--- src/rtl/adder16_reduce_ctrl.sv ---
// adder16_reduce_ctrl: streams vectors through an external adder tree and accumulates per-job sums
module adder16_reduce_ctrl #(
  parameter int DATA_BITWIDTH = 16,
  parameter int LANES = 16,
  parameter int CNT_BITWIDTH = 8
) (
  input  logic                             clk,
  input  logic                             reset,
  input  logic [CNT_BITWIDTH-1:0]          cfg_num_pass,
  input  logic                             in_valid,
  output logic                             in_ready,
  input  logic [LANES*DATA_BITWIDTH-1:0]   in_data,
  output logic [LANES*DATA_BITWIDTH-1:0]   add_in,
  input  logic [DATA_BITWIDTH-1:0]         add_out,
  output logic                             out_valid,
  input  logic                             out_ready,
  output logic [DATA_BITWIDTH-1:0]         out_data,
  output logic                             busy,
  output logic [CNT_BITWIDTH-1:0]          pass_cnt
);
  typedef enum logic [1:0] {IDLE, RUN, DRAIN, HOLD} state_t;
  state_t state;
  logic [CNT_BITWIDTH-1:0] np;
  logic [DATA_BITWIDTH-1:0] acc;
  logic stg_vld, first, accept;
  logic [CNT_BITWIDTH-1:0] np_cfg, cnt_nx;
  assign in_ready = (state == IDLE) || (state == RUN);
  assign accept = in_valid && in_ready;
  assign busy = state != IDLE;
  assign out_data = acc;
  assign np_cfg = (cfg_num_pass == '0) ? CNT_BITWIDTH'(1) : cfg_num_pass;
  assign cnt_nx = pass_cnt + CNT_BITWIDTH'(1);
  always_ff @(posedge clk or posedge reset) begin
    if (reset) begin
      state <= IDLE;
      add_in <= '0;
      stg_vld <= 1'b0;
      first <= 1'b0;
      acc <= '0;
      np <= '0;
      pass_cnt <= '0;
      out_valid <= 1'b0;
    end else begin
      stg_vld <= accept;
      if (accept) add_in <= in_data;
      if (stg_vld) begin
        acc <= (first ? '0 : acc) + add_out;
        first <= 1'b0;
      end
      case (state)
        IDLE: if (in_valid) begin
          np <= np_cfg;
          pass_cnt <= CNT_BITWIDTH'(1);
          first <= 1'b1;
          state <= (np_cfg == CNT_BITWIDTH'(1)) ? DRAIN : RUN;
        end
        RUN: if (in_valid) begin
          pass_cnt <= cnt_nx;
          if (cnt_nx == np) state <= DRAIN;
        end
        DRAIN: begin
          state <= HOLD;
          out_valid <= 1'b1;
        end
        HOLD: if (out_ready) begin
          out_valid <= 1'b0;
          pass_cnt <= '0;
          state <= IDLE;
        end
        default: state <= IDLE;
      endcase
    end
  end
endmodule

--- config.mk ---
export PLATFORM = sky130hd
export DESIGN_NAME = adder16_reduce_ctrl
export DESIGN_NICKNAME = d
export VERILOG_FILES = /design/src/rtl/adder16_reduce_ctrl.sv
export SDC_FILE = /design/constraint.sdc
export NUM_CORES = 1
export LEC_CHECK = 0
export BUFFER_PORTS_ARGS = -buffer_cell sky130_fd_sc_hd__buf_4
export CORE_AREA = 8 8 217 219
export CTS_BUF_LIST = sky130_fd_sc_hd__clkbuf_4 sky130_fd_sc_hd__clkbuf_8
export CTS_CLUSTER_DIAMETER = 50
export DETAILED_ROUTE_END_ITERATION = 12
export DIE_AREA = 0 0 225 227
export MAX_ROUTING_LAYER = met4
export PLACE_DENSITY = 0.49
export RECOVER_POWER = 100
export SLEW_MARGIN = 20
export SYNTH_ARGS = -nofsm -noshare
export SYNTH_HDL_FRONTEND = slang
export SYNTH_SLANG_ARGS = --single-unit
export TNS_END_PERCENT = 10
--- constraint.sdc ---
create_clock -name clk -period 13.4 [get_ports clk]
set_input_delay 1.34 -clock clk [delete_from_list [all_inputs] [get_ports clk]]
set_output_delay 1.34 -clock clk [all_outputs]
set_load 0.02 [all_outputs]
=== Yosys cells after proc, flatten, opt, wreduce, memory -nomap -nowiden ===
Index checks and enable logic that the tools add are counted.

* Add/sub/neg operators: 2
* Equal/unequal tests: 9
* Muxes and demuxes: 17
* Reductions and logical operators: 11

{| class="wikitable"
|+ Operators by type and width
! cell !! number
|-
| two-way mux 8 bit || 4
|-
| one-hot mux 8 bit (3 select lines) || 1
|-
| adder 16 bit || 1
|-
| two-way mux 16 bit || 1
|-
| two-way mux 2 bit || 5
|-
| adder 8 x 1 -> 8 bit, second input constant || 1
|-
| equality test 8 x 1 -> 1 bit, second input constant || 1
|-
| equality test 8 bit || 1
|-
| logical NOT 8 bit || 1
|-
| one-hot mux 2 bit (4 select lines) || 1
|-
| AND reduction 4 bit || 2
|-
| inequality test 2 bit, second input constant || 3
|-
| equality test 2 bit, second input constant || 2
|-
| two-way mux 1 bit || 4
|-
| AND reduction 2 bit || 2
|-
| nonzero test 2 bit || 2
|-
| nonzero test 3 bit || 1
|-
| equality test 2 x 1 -> 1 bit, second input constant || 1
|-
| logical NOT 2 bit || 1
|-
| inequality test 2 x 1 -> 1 bit, second input constant || 1
|-
| one-hot mux 1 bit (2 select lines) || 1
|-
| logical AND 1 bit || 1
|-
| logical OR 1 bit || 1
|}

* Bits in registers: 293
* Output and inout port bits: 283
* Word-level logic and storage cells: 47

=== Depth between registers and ports, before layout ===
Gate-level depths: netlist of run 1.

* Depth in word-level cells: 6
* Depth in mapped cells: 11
* Depth with buffers taken out: 10

=== Worst setup path after synthesis of run 1 ===
OpenSTA, ideal clock, no wires.

* Path type: input port to flip-flop
* Start point: input port add_out[0]
* End point: register acc[14], in the netlist out_data[14]
* Setup time: 0.125 ns
* Arrival time: 3.293 ns
* Required time: 13.275 ns
* Setup slack: 9.982 ns
* Stages: 9
* Path buffers: 0
* Cells stage by stage: ha_1 > fa_1 > a211oi_2 > o21a_2 > o31ai_1 > a221o_1 > a21oi_2 > xnor2_1 > mux2_4

* Longest elaborated chain between the ends: 1

{| class="wikitable"
|+ RTL lines
! item !! line !! text
|-
| start, declared || 14 || <nowiki>input logic [DATA_BITWIDTH-1:0] add_out,</nowiki>
|-
| adder 16 bit || 47 || <nowiki>acc <= (first ? '0 : acc) + add_out;</nowiki>
|-
| end signal, assigned || 47 ||
|-
| end, declared || 24 || <nowiki>logic [DATA_BITWIDTH-1:0] acc;</nowiki>
|}

No other way between the ends.
A chain may end at the register's enable or synchronous reset.

=== Final worst setup path of run 1 ===
* Start point: register state[1]
* End point: register add_in[90]

* Longest elaborated chain between the ends: 3
* Elaborated cells between the ends (all ways): 4
* Those cells by class: eq/ne (1); reduce/logical (3)

{| class="wikitable"
|+ RTL lines
! item !! line !! text
|-
| start, declared || 22 || <nowiki>state_t state;</nowiki>
|-
| start signal, assigned || 55 || <nowiki>state <= (np_cfg == CNT_BITWIDTH'(1)) ? DRAIN : RUN;</nowiki>
|-
| equality test 2 x 1 -> 1 bit / logical NOT 2 bit (equally long branches) || 27 || <nowiki>assign in_ready = (state == IDLE) || (state == RUN);</nowiki>
|-
| logical OR 1 bit (*) || 27 ||
|-
| logical AND 1 bit (*) || 28 || <nowiki>assign accept = in_valid && in_ready;</nowiki>
|-
| end signal, assigned || 45 || <nowiki>if (accept) add_in <= in_data;</nowiki>
|-
| end, declared || 13 || <nowiki>output logic [LANES*DATA_BITWIDTH-1:0] add_in,</nowiki>
|}

Mark *: on every way between the ends. The rest lies on a longest branch, timed or not.

==> results.md, run 1 <==
Placement:
- At the placement stage, the worst setup path has a slack of 8.069 ns.
- Input and output buffers added on the ports amount to 566.
- Routability-driven placement finished with a final weighted congestion of 0.8052.
- Summing all placed instances gives a cell area of 0.01693 sq mm.
- The cell count after placement is 1,945.
- Detailed placement finished with a half-perimeter wire length of 34.59 mm.

Drt:
- The final wirelength is 44.77 mm.
- The count of vias placed by the detailed router is 9,012.
- The initial detailed-routing violation count is 299.
- The first-pass iteration count of the detailed router is 4.
- The wire length per cell after detailed routing is 21.90 um.
- The DRC violations left is 0.
- The remaining number of nets flagged by the antenna check after routing is 0.
- Dividing the detail-routed via count by the number of cells gives 4.409.

Yosys:
- The share of the Yosys chip area taken by registers is 60.72%.
- The synthesized design contains 0 enable-type register cells.
- The number of flip-flops and latches in the synthesized netlist is 293.
- The count of cell types in the netlist is 55.
- The cell count after synthesis is 823.
- The predominant post-synthesis flop cell is sky130_fd_sc_hd__dfrtp_1.
- Averaged over all synthesized cells, the footprint is 14.67 sq um.
- The commonest cells after synthesis are sky130_fd_sc_hd__dfrtp_1, sky130_fd_sc_hd__mux2_2, sky130_fd_sc_hd__mux2_1.
- In this run the cell area of the synthesized design comes to 0.01208 sq mm.
- The yosys synthesis warning count is 0.
- The number of nets in the synthesized netlist is 1,129.
- In the post-synthesis netlist, the cell with the most instances is sky130_fd_sc_hd__dfrtp_1.
- Yosys attributes the largest share of cell area to sky130_fd_sc_hd__dfrtp_1, sky130_fd_sc_hd__mux2_2, sky130_fd_sc_hd__mux2_1, sky130_fd_sc_hd__ha_1, sky130_fd_sc_hd__buf_2.
- In this run the biggest area consumer among cell types represents 60.72% of the synthesized area.
- sky130_fd_sc_hd__dfrtp_1 takes more of the synthesized area than any other cell.
- The async set-or-reset flop fraction in the synthesized netlist is 100.0%.

Floorplanning:
- The floorplan step defined a die boundary enclosing 0.05108 sq mm.
- In this run the count of I/O pins placed on the die edge is 567.
- Once the floorplan was initialized, standard cells occupied 27.67% of the core.
- From bottom edge to top edge, the die measures 227 um.
- The floorplan step defined a core boundary enclosing 0.04364 sq mm.
- The initialized floorplan defines 77 standard-cell rows.
- The die width is 225 um.

Clock network:
- The number of buffers added to fix hold violations after cts is 0.
- After clock tree synthesis, the clock-pin slew on the worst setup and hold paths is 0.05 ns.
- In this run the number of H-tree levels came out at 2.
- The CTS buffer count is 56.
- In this run the deepest clock path goes through 3 buffers.
- Clock tree synthesis selected as its root buffer the cell sky130_fd_sc_hd__clkbuf_8.
- The number of setup buffers added after CTS is 0.
- The number of gates resized after CTS was 0.
- The clock insertion delay at the later pin of the skew report is 0.64 ns.
- The clock sink count is 293.
- The TritonCTS clock tree is built.

Final layout:
- Registers take 0.007332 sq mm.
- The post-route netlist has 40.90% of its cells at a drive strength greater than 1.
- The fill cell total of the finished layout is 4,452.
- The multi-input logic area is 0.004491 sq mm.
- After the flow finishes, the layout carries non-filler instances totaling 2,044.
- The net count of the finished layout is 1,717.
- After routing the design area is 0.01703 sq mm.
- The area growth from synthesis to layout is 41.00%.

Critical path:
- Along the worst path, the maximum fanout reaches 75.
- The cell depth of the worst flop-to-flop path is 8.
- The end of the worst register-to-register path is add_in[90].
- STA classifies the critical path endpoint as a flop.
- At the worst endpoint, the required time is 13.90 ns.
- The startpoint type of the worst setup path is a flop.
- STA puts the critical path data arrival time at 7.70 ns.
- The setup path with the least slack is of type flop to flop.
- The startpoint identified for the worst register-to-register timing path is state[1].
- The setup slack on the worst flop-to-flop path is 6.20 ns.

Timing:
- Setup repair after global routing left no endpoint under its margin.
- The final setup violation count is 0.
- The maximum clock skew at final layout is 0.02315 ns.
- The tightest hold path in the finished design has a slack of 0.4776 ns.
- Timing would allow up to 138.8 MHz.
- The minimum period implied by the final worst setup slack is 7.202 ns.
- The worst setup margin is 6.198 ns.
- Adding up every negative setup slack in the final design gives 0 ns.
- The fraction of the cycle the final worst path needs is 53.75%.
- At the pin with the least slew margin, the transition time is 5.979 ns.
- The number of max-slew violations in the final report is 180.
- The worst pin sits at a relative slew slack of -298.6%.
- The count of endpoints failing hold in the final timing report came to 0.

Power:
- In this run the static leakage power is 7.542 nW.
- The internal portion of total power is 0.002667 W.
- Across the VDD grid, the largest voltage drop is 0.0001144 V.
- The combinational power share is 45.2%.
- The relative contribution of sequential cells to total power is 34.7%.
- The clock network accounts for 20.1% of the total power.
- In this run switching power makes up 42.11% of total power.
- The switching power of the nets is 0.001940 W.
- The areal power density over the cells is 270.6 mW/mm^2.

Hold path:
- The startpoint of the tightest hold check path is add_in[4].
- The path with the worst hold slack has its endpoint at add_in[4].
- Along the worst hold path, the cell count comes to 1.
- The kind of path behind the tightest hold check is flop to flop.

Global routing:
- The highest-utilization routing layer at the global route stage is met2.
- In the global route stage, overall resource usage came out at 17.32%.
- The first global-routing pass estimated 63.79 mm of wire.
- The initial antenna violation count was 6.
- In the global route stage, met3 resource usage came out at 8.167%.
- For this run, global-route usage on met1 was measured as 17.60%.
- Global routing finished with a remaining overflow of 0.
- For this run, global-route usage on met2 was measured as 28.69%.
- Entering global routing, the biggest net connects 168 pins.
- The number of global-route vias before repair is 9,622.

Run:
- Across the run, the number of max-cap violations was 2.

Run status:
- The final reports fail on max-capacitance violations, max-slew violations.
- The flow ran to the end, but the final reports show violations.
-- power groups by stage --
stage / logic, W / registers, W / clock network [W]
after global routing: 0.00225 / 0.00166 / 0.00100
final: 0.00208 / 0.00160 / 0.000927
after global placement: 0.00248 / 0.00160 / 0
after CTS: 0.00250 / 0.00162 / 0.000966
after detailed placement: 0.00249 / 0.00162 / 0
after floorplan: 0.000896 / 0.00210 / 0
-- kinds of logic after synthesis --
group | share of synthesized area, %
XOR/XNOR | 1.451
adder cells (fa/ha/maj) | 2.342
buffers and inverters | 1.958
flip-flops | 60.72
multiplexers | 25.65
AO/OA/AOI/OAI | 4.653
AND/OR/NAND/NOR | 3.233
-- layer usage --
metal	vias up	share of wire [%]	wire length [um]
met3	78	11	4935
met5	-	0	0
li1	4128	-	-
met1	4429	35	15760
met4	0	3.0	1322
met2	377	51	22750
-- area by class of cell --
class	count	share of cell area, %
clock inverter	6	0.5585
tap	592	4.350
sequential	293	43.06
antenna	7	0.1029
timing repair buffer	570	18.94
clock buffer	86	6.290
multi-input combinational	476	26.37
inverter	14	0.3160
-- through the flow --
step / util, % / power, W
6_report: 39.01 / 0.004608
3_5_place_dp: 38.80 / 0.004110
4_1_cts: 41.47 / 0.005078
5_1_grt: 39.01 / 0.004911
3_3_place_gp: 38.80 / 0.004089
2_1_floorplan: - / 0.002994
-- registers in the layout, summed over array words and instances (netlist names) --
register   cells
out_data      16
first          1
pass_cnt       8
stg_vld        1
add_in       256
np             8
out_valid      1
state          2
-- critical path, cell delays in order (launching register included) --
cell and delay [ns]:
sky130_fd_sc_hd__dfrtp_1 0.41, sky130_fd_sc_hd__inv_1 0.11, sky130_fd_sc_hd__ha_1 0.41, sky130_fd_sc_hd__or2_0 0.23, sky130_fd_sc_hd__and2_0 2.59, sky130_fd_sc_hd__buf_4 1.06
sky130_fd_sc_hd__buf_4 0.84, sky130_fd_sc_hd__buf_4 0.83, sky130_fd_sc_hd__mux2_2 0.41
-- cells in the final DEF (no fill, tap or decap), types with 4 or more instances in the layout --
cell / instances
sky130_fd_sc_hd__a21o_1: 12
sky130_fd_sc_hd__a21oi_1: 22
sky130_fd_sc_hd__a22o_1: 6
sky130_fd_sc_hd__buf_4: 283
sky130_fd_sc_hd__clkbuf_1: 284
sky130_fd_sc_hd__clkbuf_4: 20
sky130_fd_sc_hd__clkbuf_8: 68
sky130_fd_sc_hd__dfrtp_1: 293
sky130_fd_sc_hd__diode_2: 7
sky130_fd_sc_hd__ha_1: 21
sky130_fd_sc_hd__inv_1: 13
sky130_fd_sc_hd__mux2_1: 62
sky130_fd_sc_hd__mux2_2: 209
sky130_fd_sc_hd__nand2_1: 17
sky130_fd_sc_hd__nand3_1: 4
sky130_fd_sc_hd__nor2_1: 17
sky130_fd_sc_hd__nor2b_1: 13
sky130_fd_sc_hd__nor3_1: 8
sky130_fd_sc_hd__o21ai_0: 11
sky130_fd_sc_hd__o31ai_1: 5
sky130_fd_sc_hd__xnor2_1: 14
sky130_fd_sc_hd__xor2_1: 6
-- worst max path at each step --
stage	slack (ns)	cells after the start	start	endpoint
floorplan	3.97	1	reset	add_in[0]
global placement	8.07	6	in_valid	add_in[125]
detailed placement	8.07	6	in_valid	add_in[123]
CTS	8.34	8	state[1]	add_in[109]
global route	5.63	8	state[1]	add_in[50]
finish	6.20	8	state[1]	add_in[90]
No activity file was read; power rests on OpenSTA's default activity.
==> run 2: changes to the inputs <==
Settings changed: PLACE_DENSITY 0.49 to 0.51.
Clock period 13.4 ns to 6.34 ns, I/O delays scaled along.
==> results.md, run 2 (synthesis results as in run 1) <==
Power:
- The proportion of total power due to net switching was 41.83% (was 42.11%).
- The leakage power summed over all cells is 7.621 nW (was 7.542 nW).
- The relative contribution of sequential cells to total power is 33.9% (was 34.7%).
- The internal portion of total power is 0.005763 W (was 0.002667 W).
- The combinational power share was 44.7% (was 45.2%).
- The switching power of the nets is 0.004144 W (was 0.001940 W).
- The maximum vdd drop was 0.0002301 V (was 0.0001144 V).
- The clock network power share is 21.4% (was 20.1%).
- The areal power density over the cells came to 576.7 mW/mm^2 (was 270.6 mW/mm^2).

Clock network:
- The clock-pin slew on the worst setup and hold paths is 0.06 ns (was 0.05 ns).
- The CTS buffer count was 56 (unchanged).
- The clock sink count is 293 (unchanged).
- The post-cts repair resize count is 0 (unchanged).
- The maximum number of buffers from clock root to sink is 3 (unchanged).
- The clock insertion delay at the later pin of the skew report is 0.62 ns (was 0.64 ns).
- The TritonCTS clock tree is built (unchanged).
- The number of buffers added to fix hold violations after cts is 0 (unchanged).
- The clock root buffer master is sky130_fd_sc_hd__clkbuf_8 (unchanged).
- The number of levels in the clock H-tree came to 2 (unchanged).
- The number of setup buffers added after CTS is 0 (unchanged).

Final layout:
- The area growth from synthesis to layout is 42.25% (was 41.00%).
- The net count of the finished layout was 1,717 (unchanged).
- The top register by number of flip-flops is add_in (unchanged).
- Most frequent cells in the layout: sky130_fd_sc_hd__dfrtp_1, sky130_fd_sc_hd__clkbuf_1, sky130_fd_sc_hd__buf_4 (unchanged).
- The commonest non-fill, non-tap cell in the layout was sky130_fd_sc_hd__dfrtp_1 (unchanged).
- The share of final-layout standard cells stronger than drive strength 1 came to 41.50% (was 40.90%).
- The number of flip-flops in the largest register is 256 (unchanged).
- The fill cell total of the finished layout came to 4,440 (was 4,452).

Critical path:
- The cell with the largest stage delay on the worst path is sky130_fd_sc_hd__clkbuf_4 (was sky130_fd_sc_hd__and2_0).
- The reg-to-reg critical path startpoint is state[1] (unchanged).
- The category of the worst setup path capture point is a flop (unchanged).
- The longest individual stage delay on the worst path came to 1.63 ns (was 2.59 ns).
- Critical path cell sequence: inv_1 > ha_1 > or2_0 > and2_0 > clkbuf_4 > mux2_2 (was inv_1 > ha_1 > or2_0 > and2_0 > buf_4 > buf_4 > buf_4 > mux2_2).
- The startpoint type of the worst setup path is a flop (unchanged).
- The maximum fanout along the worst path is 143 (was 75).
- The end of the worst register-to-register path is add_in[169] (was add_in[90]).
- The required time at the worst-slack endpoint is 6.84 ns (was 13.90 ns).
- The worst endpoint data arrival time came to 4.90 ns (was 7.70 ns).
- The critical path start-end classification was flop to flop (unchanged).
- The cell depth of the worst flop-to-flop path came to 6 (was 8).
- The setup slack on the worst flop-to-flop path is 1.94 ns (was 6.20 ns).

Placement:
- The placer's final routability congestion estimate came to 0.8394 (was 0.8052).
- The count of input and output buffers is 566 (unchanged).
- The worst setup slack after placement was 3.238 ns (was 8.069 ns).
- The HPWL reported at the end of detailed placement was 33.56 mm (was 34.59 mm).

Global routing:
- The leftover overflow at the end of global routing came to 0 (unchanged).
- The number of global-route vias before repair is 9,990 (was 9,622).
- The total track usage came to 16.84% (was 17.32%).
- The wire length of the first global-routing pass is 62.93 mm (was 63.79 mm).
- The met1 global-route usage was 17.56% (was 17.60%).
- The highest-utilization routing layer at the global route stage is met2 (unchanged).
- The fraction of met2 tracks used by global routing is 27.23% (was 28.69%).
- The largest net degree at the start of global routing is 161 (was 168).
- The initial antenna violation count is 4 (was 6).
- The met3 capacity usage during global routing came to 7.755% (was 8.167%).

Run status:
- Violations in the final reports: max-capacitance violations, max-slew violations (unchanged).
- Run status: complete, but fails checks (unchanged).

Drt:
- The initial detailed-routing violation count was 372 (was 299).
- The count of vias placed by the detailed router is 9,011 (was 9,012).
- The first-pass iteration count of the detailed router is 4 (unchanged).
- The wire length per cell after detailed routing came to 21.18 um (was 21.90 um).
- The remaining number of nets flagged by the antenna check after routing came to 0 (unchanged).
- The average via count per standard cell is 4.385 (was 4.409).
- The final wirelength was 43.52 mm (was 44.77 mm).
- The DRC violations left is 0 (unchanged).

Timing:
- The worst-margin pin slew is 3.553 ns (was 5.979 ns).
- RSZ-0062 raised after global routing: false (unchanged).
- The fraction of the cycle the final worst path needs was 69.39% (was 53.75%).
- The maximum clock skew at final layout came to 0.01164 ns (was 0.02315 ns).
- The number of max-slew violations in the final report came to 278 (was 180).
- The minimum period implied by the final worst setup slack was 4.400 ns (was 7.202 ns).
- The final setup violation count is 0 (unchanged).
- The normalized max-slew margin is -136.9% (was -298.6%).
- The worst setup margin is 1.940 ns (was 6.198 ns).
- The count of endpoints failing hold in the final timing report is 0 (unchanged).
- The maximum frequency from static timing analysis came to 227.3 MHz (was 138.8 MHz).
- The final setup TNS is 0 ns (unchanged).

Floorplanning:
- The number of cell rows is 77 (unchanged).
- The area of the die is 0.05108 sq mm (unchanged).
- The core region area was 0.04364 sq mm (unchanged).
- The die extent in y is 227 um (unchanged).
- The initial cell density of the core was 27.67% (unchanged).
- The die width is 225 um (unchanged).
- The I/O pin count was 567 (unchanged).

Hold path:
- The startpoint of the tightest hold check path is in_data[75] (was add_in[4]).
- The number of cells on the worst hold path is 2 (was 1).
- The end point of the most critical hold path is add_in[75] (was add_in[4]).
- The kind of path behind the tightest hold check is input pin to flop (was flop to flop).

Run:
- The count of max-cap constraint violations is 2 (unchanged).
## run 2: metrics by stage
step / area (sq um) / total power [W] / util [%] / instances / hold WS, ns
6_report: 17180 / 0.009907 / 39.36 / 2055 / 0.2303
5_1_grt: 17180 / 0.01056 / 39.35 / 2054 / 0.1703
4_1_cts: 18280 / 0.01090 / 41.88 / 2050 / 0.1383
3_5_place_dp: 16970 / 0.008688 / 38.88 / 1945 / 0.4760
3_3_place_gp: 16970 / 0.008642 / 38.88 / 1945 / 0.4694
2_1_floorplan: 12080 / 0.006328 / - / 823 / 0.4702
## run 2: how the worst max path moves through the flow
stage,from,slack (ns),end
floorplan,reset,1.82,add_in[0]
global placement,first,3.27,out_data[14]
detailed placement,first,3.24,out_data[14]
CTS,first,3.22,out_data[14]
global route,state[1],1.56,add_in[161]
finish,state[1],1.94,add_in[169]
## run 2: power groups by stage
stage | Clock [W] | Sequential, W | Combinational (W)
floorplan | 0 | 0.00443 | 0.00189
global placement | 0 | 0.00338 | 0.00527
detailed placement | 0 | 0.00341 | 0.00528
CTS | 0.00221 | 0.00340 | 0.00529
global route | 0.00229 | 0.00350 | 0.00477
finish | 0.00212 | 0.00336 | 0.00442
## run 2: worst max-delay path, delay by kind of cell (launching register included)
kind	cells	cell delay [ns]
multiplexers	1	0.45
AND/OR/NAND/NOR	2	1.09
flip-flops	1	0.41
adder cells (fa/ha/maj)	1	0.42
buffers and inverters	2	1.75
## run 2: area by class of cell
cell class | count | area [sq um] | area share (%)
antenna | 5 | 12.51 | 0.07284
clock buffer | 86 | 1121 | 6.526
tap | 592 | 740.7 | 4.312
inverter | 14 | 53.80 | 0.3132
multi-input combinational | 476 | 4489 | 26.13
sequential | 293 | 7332 | 42.68
clock inverter | 19 | 188.9 | 1.100
timing repair buffer | 570 | 3239 | 18.86
## run 2: per-layer routing
layer	wire, um	share of wire (%)
met5	0	0
met4	1357	3.1
met3	4535	10
met2	22020	51
met1	15610	36
==> run 3: changes to the inputs <==
Settings changed: ABC_AREA set to 1, CORE_AREA 8 8 217 219 to 8 8 213 215, DIE_AREA 0 0 225 227 to 0 0 221 223, PLACE_DENSITY 0.51 to 0.52.
Clock period 6.34 ns to 4.3 ns, I/O delays scaled along.
==> results.md, run 3 <==
Timing:
- RSZ-0062 raised after global routing: false (unchanged).
- The count of endpoints failing hold in the final timing report is 0 (unchanged).
- The final worst hold slack is 0.08490 ns (was 0.2303 ns).
- The worst setup margin is 1.116 ns (was 1.940 ns).
- The maximum clock skew at final layout is 0.02053 ns (was 0.01164 ns).
- The final setup TNS was 0 ns (unchanged).
- The maximum frequency from static timing analysis is 314.1 MHz (was 227.3 MHz).
- The number of max-slew violations in the final report is 294 (was 278).
- The final setup violation count came to 0 (unchanged).
- The minimum period implied by the final worst setup slack is 3.184 ns (was 4.400 ns).
- The normalized max-slew margin is -38.35% (was -136.9%).
- The fraction of the cycle the final worst path needs came to 74.04% (was 69.39%).
- The worst-margin pin slew came to 2.075 ns (was 3.553 ns).

Power:
- The proportion of total power due to net switching came to 46.04% (was 41.83%).
- The maximum vdd drop is 0.0004481 V (was 0.0002301 V).
- The combinational power share is 44.6% (was 44.7%).
- The areal power density over the cells is 716.2 mW/mm^2 (was 576.7 mW/mm^2).
- The switching power of the nets is 0.006502 W (was 0.004144 W).
- The internal portion of total power came to 0.007620 W (was 0.005763 W).
- The overall power after layout was 0.01412 W (was 0.009907 W).
- The leakage power summed over all cells was 10.23 nW (was 7.621 nW).
- The relative contribution of sequential cells to total power is 34.5% (was 33.9%).
- The clock network power share is 20.9% (was 21.4%).

Yosys:
- The predominant post-synthesis flop cell is sky130_fd_sc_hd__dfrtp_1 (unchanged).
- The net count of the mapped netlist was 1,773 (was 1,129).
- Largest cells by area after synthesis: sky130_fd_sc_hd__dfrtp_1, sky130_fd_sc_hd__nand2_1, sky130_fd_sc_hd__ha_1, sky130_fd_sc_hd__inv_1, sky130_fd_sc_hd__nand3_1 (was sky130_fd_sc_hd__dfrtp_1, sky130_fd_sc_hd__mux2_2, sky130_fd_sc_hd__mux2_1, sky130_fd_sc_hd__ha_1, sky130_fd_sc_hd__buf_2).
- The count of cell types in the netlist is 32 (was 55).
- The cell count after synthesis came to 1,467 (was 823).
- The number of flip-flops and latches in the synthesized netlist was 293 (unchanged).
- The async set-or-reset flop fraction in the synthesized netlist is 100.0% (unchanged).
- The fraction of the yosys area taken by sequential cells is 59.55% (was 60.72%).
- Commonest cells in the synthesized netlist: sky130_fd_sc_hd__nand2_1, sky130_fd_sc_hd__dfrtp_1, sky130_fd_sc_hd__inv_1 (was sky130_fd_sc_hd__dfrtp_1, sky130_fd_sc_hd__mux2_2, sky130_fd_sc_hd__mux2_1).
- The number of flops mapped to enable cells by yosys is 0 (unchanged).
- The yosys synthesis warning count is 0 (unchanged).
- The cell with the most instances after synthesis was sky130_fd_sc_hd__nand2_1 (was sky130_fd_sc_hd__dfrtp_1).
- The top cell type's share of synthesized area is 59.55% (was 60.72%).
- The netlist area before placement is 0.01231 sq mm (was 0.01208 sq mm).
- The top cell type by total area after synthesis is sky130_fd_sc_hd__dfrtp_1 (unchanged).
- The mean post-synth cell area is 8.393 sq um (was 14.67 sq um).

Floorplanning:
- The initial cell density of the core is 29.10% (was 27.67%).
- The area of the die is 0.04928 sq mm (was 0.05108 sq mm).
- The die extent in y is 223 um (was 227 um).
- The core region area is 0.04232 sq mm (was 0.04364 sq mm).
- The number of cell rows is 76 (was 77).
- The I/O pin count was 567 (unchanged).
- The die width is 221 um (was 225 um).

Final layout:
- The final instance count without filler cells was 2,886 (was 2,055).
- The share of final-layout standard cells stronger than drive strength 1 was 16.98% (was 41.50%).
- The fill cell total of the finished layout was 4,277 (was 4,440).
- The commonest non-fill, non-tap cell in the layout was sky130_fd_sc_hd__nand2_1 (was sky130_fd_sc_hd__dfrtp_1).
- Most frequent cells in the layout: sky130_fd_sc_hd__nand2_1, sky130_fd_sc_hd__dfrtp_1, sky130_fd_sc_hd__clkbuf_1 (was sky130_fd_sc_hd__dfrtp_1, sky130_fd_sc_hd__clkbuf_1, sky130_fd_sc_hd__buf_4).
- The net count of the finished layout was 2,602 (was 1,717).
- The area growth from synthesis to layout is 60.14% (was 42.25%).
- The top register by number of flip-flops is add_in (unchanged).
- The number of flip-flops in the largest register came to 256 (unchanged).

Clock network:
- The post-cts repair resize count is 0 (unchanged).
- The number of buffers added to fix hold violations after cts was 258 (was 0).
- The CTS buffer count came to 55 (was 56).
- The TritonCTS clock tree is built (unchanged).
- The clock sink count is 293 (unchanged).
- The number of setup buffers added after CTS is 0 (unchanged).
- The maximum number of buffers from clock root to sink is 3 (unchanged).
- The clock root buffer master was sky130_fd_sc_hd__clkbuf_8 (unchanged).
- The clock-pin slew on the worst setup and hold paths came to 0.06 ns (about the same).
- The clock insertion delay at the later pin of the skew report is 0.63 ns (was 0.62 ns).
- The number of levels in the clock H-tree is 2 (unchanged).

Placement:
- The worst setup slack after placement is 1.980 ns (was 3.238 ns).
- The HPWL reported at the end of detailed placement is 34.48 mm (was 33.56 mm).
- The placer's final routability congestion estimate came to 0.8572 (was 0.8394).
- The count of input and output buffers was 566 (unchanged).
- The cell count after placement came to 2,527 (was 1,945).

Drt:
- The first-pass iteration count of the detailed router is 5 (was 4).
- The DRC violations left was 0 (unchanged).
- The final wirelength is 48.73 mm (was 43.52 mm).
- The initial detailed-routing violation count was 821 (was 372).
- The remaining number of nets flagged by the antenna check after routing is 0 (unchanged).
- The count of vias placed by the detailed router was 12,640 (was 9,011).
- The wire length per cell after detailed routing is 16.88 um (was 21.18 um).
- The average via count per standard cell is 4.380 (was 4.385).

Critical path:
- The count of buffering cells on the critical path with inverters included is 3 (was 2).
- The cell with the largest stage delay on the worst path is sky130_fd_sc_hd__clkbuf_4 (unchanged).
- The category of the worst setup path capture point is a flop (unchanged).
- Critical path cell sequence: inv_1 > ha_1 > inv_1 > nand2_1 > nand2_1 > clkbuf_4 > nand2_1 > nand2_1 (was inv_1 > ha_1 > or2_0 > and2_0 > clkbuf_4 > mux2_2).
- The startpoint type of the worst setup path is a flop (unchanged).
- The worst endpoint data arrival time came to 3.74 ns (was 4.90 ns).
- The required time at the worst-slack endpoint is 4.85 ns (was 6.84 ns).
- The critical path start-end classification is flop to flop (unchanged).
- The maximum fanout along the worst path is 162 (was 143).
- The dominant delay contributor by cell family on the critical path is buffers and inverters (unchanged).
- Among the stages of the critical path, the cell type that occurs most often is sky130_fd_sc_hd__nand2_1.
- The longest individual stage delay on the worst path is 1.35 ns (was 1.63 ns).

Global routing:
- The wire length of the first global-routing pass is 75.93 mm (was 62.93 mm).
- The number of global-route vias before repair is 13,427 (was 9,990).
- The initial antenna violation count was 3 (was 4).
- The largest net degree at the start of global routing is 163 (was 161).
- The leftover overflow at the end of global routing is 0 (unchanged).
- The total track usage is 19.79% (was 16.84%).

Run status:
- Run status: complete, but fails checks (unchanged).
- Violations in the final reports: max-capacitance violations, max-slew violations (unchanged).

Hold path:
- The kind of path behind the tightest hold check was input pin to flop (unchanged).

Run:
- The count of max-cap constraint violations is 3 (was 2).
-- run 3: cell types whose count changed after synthesis, moves of 7 or more --
cell,previous run,this run
sky130_fd_sc_hd__nor2b_1,13,0
sky130_fd_sc_hd__nand3_1,4,39
sky130_fd_sc_hd__nand2_1,17,868
sky130_fd_sc_hd__nor2_1,17,42
sky130_fd_sc_hd__buf_4,0,26
sky130_fd_sc_hd__mux2_2,209,0
sky130_fd_sc_hd__o21ai_0,11,25
sky130_fd_sc_hd__inv_1,14,53
sky130_fd_sc_hd__o22ai_1,2,12
sky130_fd_sc_hd__clkbuf_1,13,6
sky130_fd_sc_hd__a21o_1,12,3
sky130_fd_sc_hd__mux2_1,62,0
sky130_fd_sc_hd__xnor2_1,14,2
-- run 3: final timing paths --
check	startpoint	to	slack, ns	depth (start not counted)
worst max-delay path	state[0]	add_in[46]	1.12	8
worst min-delay path	cfg_num_pass[0]	np[0]	0.08	3
worst max register to register	state[0]	add_in[46]	1.12	8
worst min register to register	add_in[108]	add_in[108]	0.47	2
max in group asynchronous	reset	add_in[219]	1.49	4
min in group asynchronous	reset	add_in[241]	0.87	3
-- run 3: power groups by stage --
| stage | logic (W) | registers [W] | clock network, W |
|---|---|---|---|
| floorplan | 0.00250 | 0.00633 | 0 |
| global placement | 0.00718 | 0.00487 | 0 |
| detailed placement | 0.00724 | 0.00490 | 0 |
| CTS | 0.00745 | 0.00490 | 0.00307 |
| global route | 0.00696 | 0.00505 | 0.00319 |
| finish | 0.00630 | 0.00487 | 0.00295 |
-- run 3: cell families (layout without fill, tap and decap cells) --
logic type	Yosys count	count (layout)	synth area share, %
buf+inv	118	989	4.695
other cells	0	2	0
fa+ha+maj	22	22	2.297
xor+xnor	3	3	0.2134
compound gates	63	63	2.845
flops	293	293	59.55
simple gates	968	968	30.40
-- run 3: metal layers --
layer | vias to the layer above | GRT usage (%) | part of all wire (%)
met3 | 115 | 4.977 | 6.1
met5 | - | - | 0
met2 | 421 | 32.07 | 49
met4 | 0 | 9.234 | 4.2
met1 | 5928 | 23.01 | 41
li1 | 6176 | - | -
-- run 3: metrics by stage --
| stage | area [sq um] | utilization [%] |
|---|---|---|
| final | 19720 | 46.60 |
| after global routing | 19720 | 46.60 |
| after CTS | 20820 | 49.21 |
| after detailed placement | 17040 | 40.26 |
| after global placement | 17040 | 40.26 |
| after floorplan | 12320 | - |
-- run 3: worst register-to-register path, cell delays in order (launching register included) --
cell and delay, ns:
sky130_fd_sc_hd__dfrtp_1 0.39, sky130_fd_sc_hd__inv_1 0.09, sky130_fd_sc_hd__ha_1 0.23, sky130_fd_sc_hd__inv_1 0.16
sky130_fd_sc_hd__nand2_1 0.10, sky130_fd_sc_hd__nand2_1 0.20, sky130_fd_sc_hd__clkbuf_4 1.35, sky130_fd_sc_hd__nand2_1 0.43
sky130_fd_sc_hd__nand2_1 0.18
-- run 3: layout make-up --
type	count	area (sq um)	area share, %
flip-flops and latches	293	7332	37.19
multi-input cells	1056	4395	22.29
clock inverters	9	101.3	0.5140
diodes	2	5.005	0.02538
inverters	55	215.2	1.091
well taps	546	683.2	3.465
repair buffers	835	5884	29.84
clock buffers	90	1101	5.584
